### src/rtl/jtag_tap_sequencer.sv
// IEEE 1149.1 TAP controller with IR/DR strobes and a saturating shift counter.
// Optional instruction decode outputs are enabled by defining JTAG_TAP_IR_DECODE_EN.
`timescale 1ns/1ps

module jtag_tap_sequencer #(
    parameter int IR_WIDTH  = 5,
    parameter int CNT_WIDTH = 8
) (
    input  logic                 clk,
    input  logic                 rst,
    input  logic                 tms,
    input  logic [IR_WIDTH-1:0]  ir_in,
    output logic [3:0]           state,
    output logic                 tap_reset,
    output logic                 capture_ir,
    output logic                 shift_ir,
    output logic                 update_ir,
    output logic                 capture_dr,
    output logic                 shift_dr,
    output logic                 update_dr,
    output logic                 tdo_en,
    output logic [CNT_WIDTH-1:0] shift_cnt
`ifdef JTAG_TAP_IR_DECODE_EN
    ,
    output logic                 sel_idcode,
    output logic                 sel_dtmcs,
    output logic                 sel_dmi,
    output logic                 sel_bypass
`endif
);

    typedef enum logic [3:0] {
        TLR      = 4'hF,
        RTI      = 4'hC,
        SEL_DR   = 4'h7,
        CAP_DR   = 4'h6,
        SH_DR    = 4'h2,
        EX1_DR   = 4'h1,
        PAUSE_DR = 4'h3,
        EX2_DR   = 4'h0,
        UPD_DR   = 4'h5,
        SEL_IR   = 4'h4,
        CAP_IR   = 4'hE,
        SH_IR    = 4'hA,
        EX1_IR   = 4'h9,
        PAUSE_IR = 4'hB,
        EX2_IR   = 4'h8,
        UPD_IR   = 4'hD
    } tap_state_t;

    localparam logic [CNT_WIDTH-1:0] CNT_MAX = {CNT_WIDTH{1'b1}};

    tap_state_t           state_r;
    tap_state_t           next_state_s;
    logic [CNT_WIDTH-1:0] shift_cnt_r;

    // TAP state register
    always_ff @(posedge clk or posedge rst) begin
        if (rst) begin
            state_r <= TLR;
        end else begin
            state_r <= next_state_s;
        end
    end

    // TAP next-state logic
    always_comb begin
        next_state_s = state_r;
        case (state_r)
            TLR:      next_state_s = tms ? TLR    : RTI;
            RTI:      next_state_s = tms ? SEL_DR : RTI;
            SEL_DR:   next_state_s = tms ? SEL_IR : CAP_DR;
            CAP_DR:   next_state_s = tms ? EX1_DR : SH_DR;
            SH_DR:    next_state_s = tms ? EX1_DR : SH_DR;
            EX1_DR:   next_state_s = tms ? UPD_DR : PAUSE_DR;
            PAUSE_DR: next_state_s = tms ? EX2_DR : PAUSE_DR;
            EX2_DR:   next_state_s = tms ? UPD_DR : SH_DR;
            UPD_DR:   next_state_s = tms ? SEL_DR : RTI;
            SEL_IR:   next_state_s = tms ? TLR    : CAP_IR;
            CAP_IR:   next_state_s = tms ? EX1_IR : SH_IR;
            SH_IR:    next_state_s = tms ? EX1_IR : SH_IR;
            EX1_IR:   next_state_s = tms ? UPD_IR : PAUSE_IR;
            PAUSE_IR: next_state_s = tms ? EX2_IR : PAUSE_IR;
            EX2_IR:   next_state_s = tms ? UPD_IR : SH_IR;
            UPD_IR:   next_state_s = tms ? SEL_DR : RTI;
            default:  next_state_s = TLR;
        endcase
    end

    // Shift counter: cleared at capture/reset, held through pause so a resumed shift keeps counting
    always_ff @(posedge clk or posedge rst) begin
        if (rst) begin
            shift_cnt_r <= {CNT_WIDTH{1'b0}};
        end else begin
            case (state_r)
                TLR, CAP_IR, CAP_DR: shift_cnt_r <= {CNT_WIDTH{1'b0}};
                SH_IR, SH_DR: begin
                    if (shift_cnt_r != CNT_MAX) begin
                        shift_cnt_r <= shift_cnt_r + {{(CNT_WIDTH-1){1'b0}}, 1'b1};
                    end else begin
                        shift_cnt_r <= shift_cnt_r;
                    end
                end
                default: shift_cnt_r <= shift_cnt_r;
            endcase
        end
    end

    assign state      = state_r;
    assign shift_cnt  = shift_cnt_r;
    assign tap_reset  = (state_r == TLR);
    assign capture_ir = (state_r == CAP_IR);
    assign shift_ir   = (state_r == SH_IR);
    assign update_ir  = (state_r == UPD_IR);
    assign capture_dr = (state_r == CAP_DR);
    assign shift_dr   = (state_r == SH_DR);
    assign update_dr  = (state_r == UPD_DR);
    assign tdo_en     = shift_ir | shift_dr;

`ifdef JTAG_TAP_IR_DECODE_EN
    // Returns {idcode, dtmcs, dmi, bypass}; unknown instructions fall back to bypass
    function automatic logic [3:0] ir_decode(input logic [IR_WIDTH-1:0] ir);
        logic [3:0] sel;
        case (ir)
            IR_WIDTH'(5'h01): sel = 4'b1000;
            IR_WIDTH'(5'h10): sel = 4'b0100;
            IR_WIDTH'(5'h11): sel = 4'b0010;
            default:          sel = 4'b0001;
        endcase
        return sel;
    endfunction

    assign {sel_idcode, sel_dtmcs, sel_dmi, sel_bypass} = ir_decode(ir_in);
`else
    logic ir_in_unused_s;
    assign ir_in_unused_s = ^ir_in;
`endif

endmodule

### config.mk
export PLATFORM = sky130hd
export DESIGN_NAME = jtag_tap_sequencer
export DESIGN_NICKNAME = d
export VERILOG_FILES = /design/src/rtl/jtag_tap_sequencer.sv
export SDC_FILE = /design/constraint.sdc
export NUM_CORES = 1
export LEC_CHECK = 0
export ABC_AREA = 1
export BUFFER_PORTS_ARGS = -buffer_cell sky130_fd_sc_hd__buf_2
export CAP_MARGIN = 30
export CORE_MARGIN = 5
export CORE_UTILIZATION = 47
export DETAILED_ROUTE_END_ITERATION = 6
export HOLD_SLACK_MARGIN = 0.12
export PLACE_DENSITY = 0.76
export SYNTH_ARGS = -nofsm -noshare
export SYNTH_HDL_FRONTEND = slang
export SYNTH_SLANG_ARGS = --single-unit
### constraint.sdc
create_clock -name clk -period 1.7 [get_ports clk]
set_input_delay 0.425 -clock clk [delete_from_list [all_inputs] [get_ports clk]]
set_output_delay 0.425 -clock clk [all_outputs]
set_load 0.01 [all_outputs]
==> results.json, run 1 <==
{
  "dominantRegCellSynth": "dfrtp_1",
  "synth-seq-cells": 12,
  "synth.yosys.seq_area_share_pct": 39.0,
  "cellLeakagePower_uw": 0.000601,
  "io_buffers": 22,
  "top_signal_layer_used": "met4",
  "half_perimeter_wire_length_of_the_detailed_placement_result_mm": 1.46,
  "met1Wirelength_um": 939,
  "timing.slew.headroom_pct": 70.0,
  "netSwitchingFraction_pct": 46.4,
  "pre_cts_slack_ps": 167,
  "cts_root_buf": "clkbuf_4",
  "synth_top_cells_by_area": "dfrtp_1, nand2_1, dfstp_2, nand3_1, inv_1",
  "clock_sink_count": 12,
  "drcViolationCount": 0,
  "antenna_left": 0,
  "net_count_after_synthesis": 127,
  "post-synth-top-area-cell": "dfrtp_1",
  "fin_hold_ws_ps": 129,
  "p_int_uw": 982,
  "antenna_diode_count": 0,
  "post_synth_instance_area_um2": 782,
  "routed_wirelength_mm": 2.25,
  "vias_in_the_first_global_route": 767,
  "n_fill_cell": 126,
  "post-route-worst-setup-slack_ps": -18.4,
  "dieArea_um2": 2580,
  "setup-violations-final": 1,
  "crit_fanout": 4,
  "synth_top_area_share_pct": 25.6,
  "timing.max_cap.violations": 0,
  "rows": 14,
  "crit_arrival_ps": 1290,
  "period_share_pct": 101,
  "power_density_nw_per_um2": 1660,
  "yosysMostFrequentCell": "nand2_1",
  "viasPerCell": 5.26,
  "clock_tree.htree_level_count": 1,
  "failed_checks": "setup timing",
  "holdCritPathClass": "in2async",
  "dr_total_vias": 905,
  "synthesis.area_per_instance_um2": 6.63,
  "globalRouteOverflowTotal": 0,
  "critPathKind": "reg2out",
  "finalCriticalPeriod_ps": 1720,
  "worst_clock_skew_ps": 4.20,
  "kind_of_end_point_of_the_critical_path": "output port",
  "share_clk_of_total_power_pct": 13.0,
  "synthDistinctLibCells": 20,
  "timing_worst_slew_pin_value_ps": 450,
  "max_freq_ghz": 0.582,
  "area_growth_pct": 41.3,
  "synth_edf_count": 0,
  "grt_use_total_pct": 16.1,
  "grt_start_max_net_pins": 13,
  "grt_pass1_wl_mm": 3.26,
  "final-max-slew-violation-count": 0,
  "dr_wl_met2_mm": 1.10,
  "ioPinCount": 28,
  "die_y_um": 50.8,
  "hold_viol_final": 0,
  "combinationalPowerShare_pct": 61.1,
  "max-clock-path-buffers": 2,
  "layout.core_utilization_pct": 71.7,
  "wl_met3_um": 164,
  "postSynth.asyncResetShare_pct": 100,
  "cp_data_required_time_ps": 1270,
  "wire_per_inst_um": 13.1,
  "die_width_um": 50.8,
  "dr.pass1.iters": 4,
  "clkLatencyLatePin_ps": 280,
  "nets": 166,
  "number_of_antenna_violations_at_the_first_check_in_global_routing": 0,
  "coreArea_um2": 1540,
  "rsz0062_at_grt": "yes",
  "ys.warnings.count": 0,
  "initial_utilization_pct": 50.7,
  "place_congestion": 0.849,
  "synthCells": 118,
  "run_status": "complete, but fails checks",
  "startpoint_kind_of_the_worst_setup_timing_path": "flop",
  "clk_pin_slew_worst_paths_ps": 80,
  "power.sequential.fraction_pct": 25.9,
  "switchingPower_uw": 849,
  "vdd_drop_max_uv": 1470,
  "first_iter_violations": 41,
  "drive_above_1_share_pct": 41.7,
  "post_synth_most_frequent_cells": "nand2_1, inv_1, nor2_1",
  "tritoncts": "yes",
  "numCtsBuffers": 3
}
## state kept, by name (all words and copies together) (netlist names)
signal and cells:
shift_cnt 8, state 4
## power by group through the flow
stage / clock, uW / sequential [uW] / combinational [uW]
after floorplan: 0 / 503 / 449
after global placement: 0 / 486 / 706
after detailed placement: 0 / 490 / 715
after CTS: 239 / 474 / 870
after global routing: 258 / 488 / 1220
final: 238 / 474 / 1120
## timing repair
action	in CTS	in global routing
hold buffers	0	0
resized for setup	6	10
pin swaps	1	4
setup buffers	5	5
setup endpoints to repair	5	7
## worst max-delay path: stages (launching register included)
cell and delay, ps:
dfstp_2 600, nand2_2 130, nor2_4 150, buf_2 140
## stage by stage
| stage | total power [uW] | instances | cell area [um^2] | TNS [ps] |
|---|---|---|---|---|
| after CTS | 1580 | 167 | 1020 | -52.4 |
| after detailed placement | 1200 | 158 | 927 | 0 |
| after global placement | 1190 | 158 | 927 | 0 |
| after global routing | 1960 | 172 | 1100 | -354 |
| final | 1830 | 172 | 1100 | -18.4 |
| after floorplan | 953 | 118 | 782 | 0 |
## worst paths after layout
kind | startpoint | to | slack, ps | cells after the start
max | state[1] | tdo_en | -20 | 3
min | rst | shift_cnt[1] | 130 | 2
max reg2reg | state[0] | shift_cnt[7] | 150 | 6
min reg2reg | shift_cnt[0] | shift_cnt[0] | 570 | 2
max in group asynchronous | rst | state[3] | 1230 | 2
min in group clk | tms | state[1] | 430 | 3
## cell usage in the layout (no fill, tap or decap), types with 4 or more instances in the layout
cell / n
inv_2: 5
nand2_2: 7
dfrtp_1: 8
dfstp_2: 4
buf_4: 12
inv_1: 12
nand3_1: 11
nor2_1: 12
o21ai_0: 5
buf_2: 21
nand2_1: 34
## layer usage
layer	vias to the layer above	global-route usage (%)
li1	446	-
met1	413	22.3
met2	41	24.4
met3	5	4.14
met4	0	5.11
met5	-	0
## cell type report
class / instances / area (um^2) / area share [%]
clock buffers: 4 / 36.3 / 3.28
flip-flops and latches: 12 / 305 / 27.6
inverters: 18 / 70.1 / 6.34
repair buffers: 35 / 226 / 20.5
well taps: 16 / 20.0 / 1.81
multi-input cells: 87 / 447 / 40.4
## logic make-up after synthesis
kind of cell,share of synthesized area (%)
buffers and inverters,9.60
AOI/OAI and AO/OA,7.04
adders and majority gates,1.60
DFF,39.0
xor gates and xnor gates,1.12
and+or+nand+nor,41.6
Power figures use the tool's default switching activity.
==> inputs of run 2 (changes only) <==
- CTS_BUF_LIST: default -> sky130_fd_sc_hd__clkbuf_16
- GPL_ROUTABILITY_DRIVEN: default -> 0
- SKIP_CTS_REPAIR_TIMING: default -> 1
==> run 2 against run 1 <==
  * The flow still finishes with violations (setup timing)
  * Critical endpoint is now capture_dr
  * Final cell count decreased by 1.7%
  * Core utilization down 1.5 points
  * Fmax shrank 1.6%
  * Hold slack improved by 50 ps
  * Total power grew 0.88%
  * Flip-flop and latch count stayed put
  * Critical path depth is 2 higher
  * Worst setup slack worse by 28 ps
  * Routed wire length decreased by 6.6%
==> results.json, run 2 (synthesized netlist as in run 1, its figures left out) <==
{
  "run_status": "complete, but fails checks",
  "vdd_drop_max_uv": 1420,
  "timing.max_cap.violations": 0,
  "antenna_diode_count": 0,
  "wire_per_inst_um": 12.4,
  "holdCritPathClass": "in2async",
  "power_density_nw_per_um2": 1710,
  "clock_tree.htree_level_count": 1,
  "area_growth_pct": 38.2,
  "die_width_um": 50.8,
  "dp.cells": 158,
  "cp_data_required_time_ps": 1270,
  "final-instance-count-excl-fill": 169,
  "tritoncts": "yes",
  "clk_pin_slew_worst_paths_ps": 40,
  "setup-violations-final": 1,
  "coreArea_um2": 1540,
  "antenna_left": 0,
  "half_perimeter_wire_length_of_the_detailed_placement_result_mm": 1.46,
  "largest_reg_flops": 8,
  "critical_path.top_delay_family": "flip-flops",
  "post-route-worst-setup-slack_ps": -46.0,
  "io_buffers": 22,
  "dr.pass1.iters": 5,
  "routed_wirelength_mm": 2.10,
  "max-clock-path-buffers": 2,
  "hold_viol_final": 0,
  "most-common-layout-cells": "nand2_1, buf_2, inv_1",
  "vias_in_the_first_global_route": 760,
  "rows": 14,
  "drive_above_1_share_pct": 37.3,
  "critPathKind": "reg2out",
  "clkLatencyLatePin_ps": 240,
  "period_share_pct": 103,
  "worst_clock_skew_ps": 2.44,
  "nets": 163,
  "first_iter_violations": 33,
  "cellLeakagePower_uw": 0.000596,
  "clock_sink_count": 12,
  "finalCriticalPeriod_ps": 1750,
  "startpoint_kind_of_the_worst_setup_timing_path": "flop",
  "kind_of_end_point_of_the_critical_path": "output port",
  "cpMaxStageDelayCell": "dfstp_2",
  "grt_use_total_pct": 16.2,
  "timing.slew.headroom_pct": 69.8,
  "detailed_place.area_um2": 927,
  "dieArea_um2": 2580,
  "dr_total_vias": 874,
  "timing_worst_slew_pin_value_ps": 452,
  "failed_checks": "setup timing",
  "pre_cts_slack_ps": 167,
  "worstPathCellList": "inv_2, nor2_2, nand2_1, inv_1, buf_2",
  "drcViolationCount": 0,
  "path_buf_inv": 3,
  "globalRouteOverflowTotal": 0,
  "crit_path_max_incr_delay_ps": 600,
  "initial_utilization_pct": 50.7,
  "grt_start_max_net_pins": 13,
  "max_freq_ghz": 0.573,
  "die_y_um": 50.8,
  "crit_arrival_ps": 1320,
  "numCtsBuffers": 3,
  "final-max-slew-violation-count": 0,
  "design_area_um2": 1080,
  "number_of_antenna_violations_at_the_first_check_in_global_routing": 0,
  "ioPinCount": 28,
  "viasPerCell": 5.17,
  "cts_root_buf": "clkbuf_16",
  "crit_fanout": 7,
  "grt_pass1_wl_mm": 3.26,
  "layout_commonest_cell": "nand2_1",
  "rsz0062_at_grt": "yes"
}
-- run 2: layout make-up --
type	count	area [um^2]
Timing Repair Buffer	32	185
Clock buffer	3	75.1
Tap cell	16	20.0
Fill cell	123	460
Inverter	18	67.6
Clock inverter	1	3.75
Multi-Input combinational cell	87	424
Sequential cell	12	305
-- run 2: per-layer routing --
layer	global-route usage, %	vias to the layer above	wire length (um)	part of all wire, %
met5	0	-	0	0
met4	5.53	0	25	1.2
met3	4.44	3	129	6.2
met2	24.2	26	994	47
met1	22.3	405	947	45
li1	-	440	-	-
-- run 2: report_power, final --
part           switching, uW  total, uW  internal [uW]  leakage (uW)
clock                    127        437            310     0.0000385
sequential              99.8        488            388      0.000153
combinational            560        922            362      0.000404
-- run 2: path summary, 6_finish.rpt --
path | from | depth (start not counted) | slack [ps] | endpoint
max reg2reg | state[3] | 7 | 120 | shift_cnt[7]
max in group asynchronous | rst | 2 | 1180 | state[2]
min | rst | 2 | 180 | shift_cnt[1]
min reg2reg | shift_cnt[0] | 2 | 560 | shift_cnt[0]
min in group clk | tms | 3 | 480 | state[0]
max | state[2] | 5 | -50 | capture_dr
-- run 2: stage by stage --
stage / utilization, % / hold WS, ps / TNS [ps] / total power, uW
floorplan: - / 287 / 0 / 953
global placement: 60.1 / 458 / 0 / 1190
detailed placement: 60.1 / 463 / 0 / 1200
CTS: 65.3 / 209 / -183 / 1660
global route: 70.1 / 233 / -185 / 1990
finish: 70.1 / 179 / -46.0 / 1850
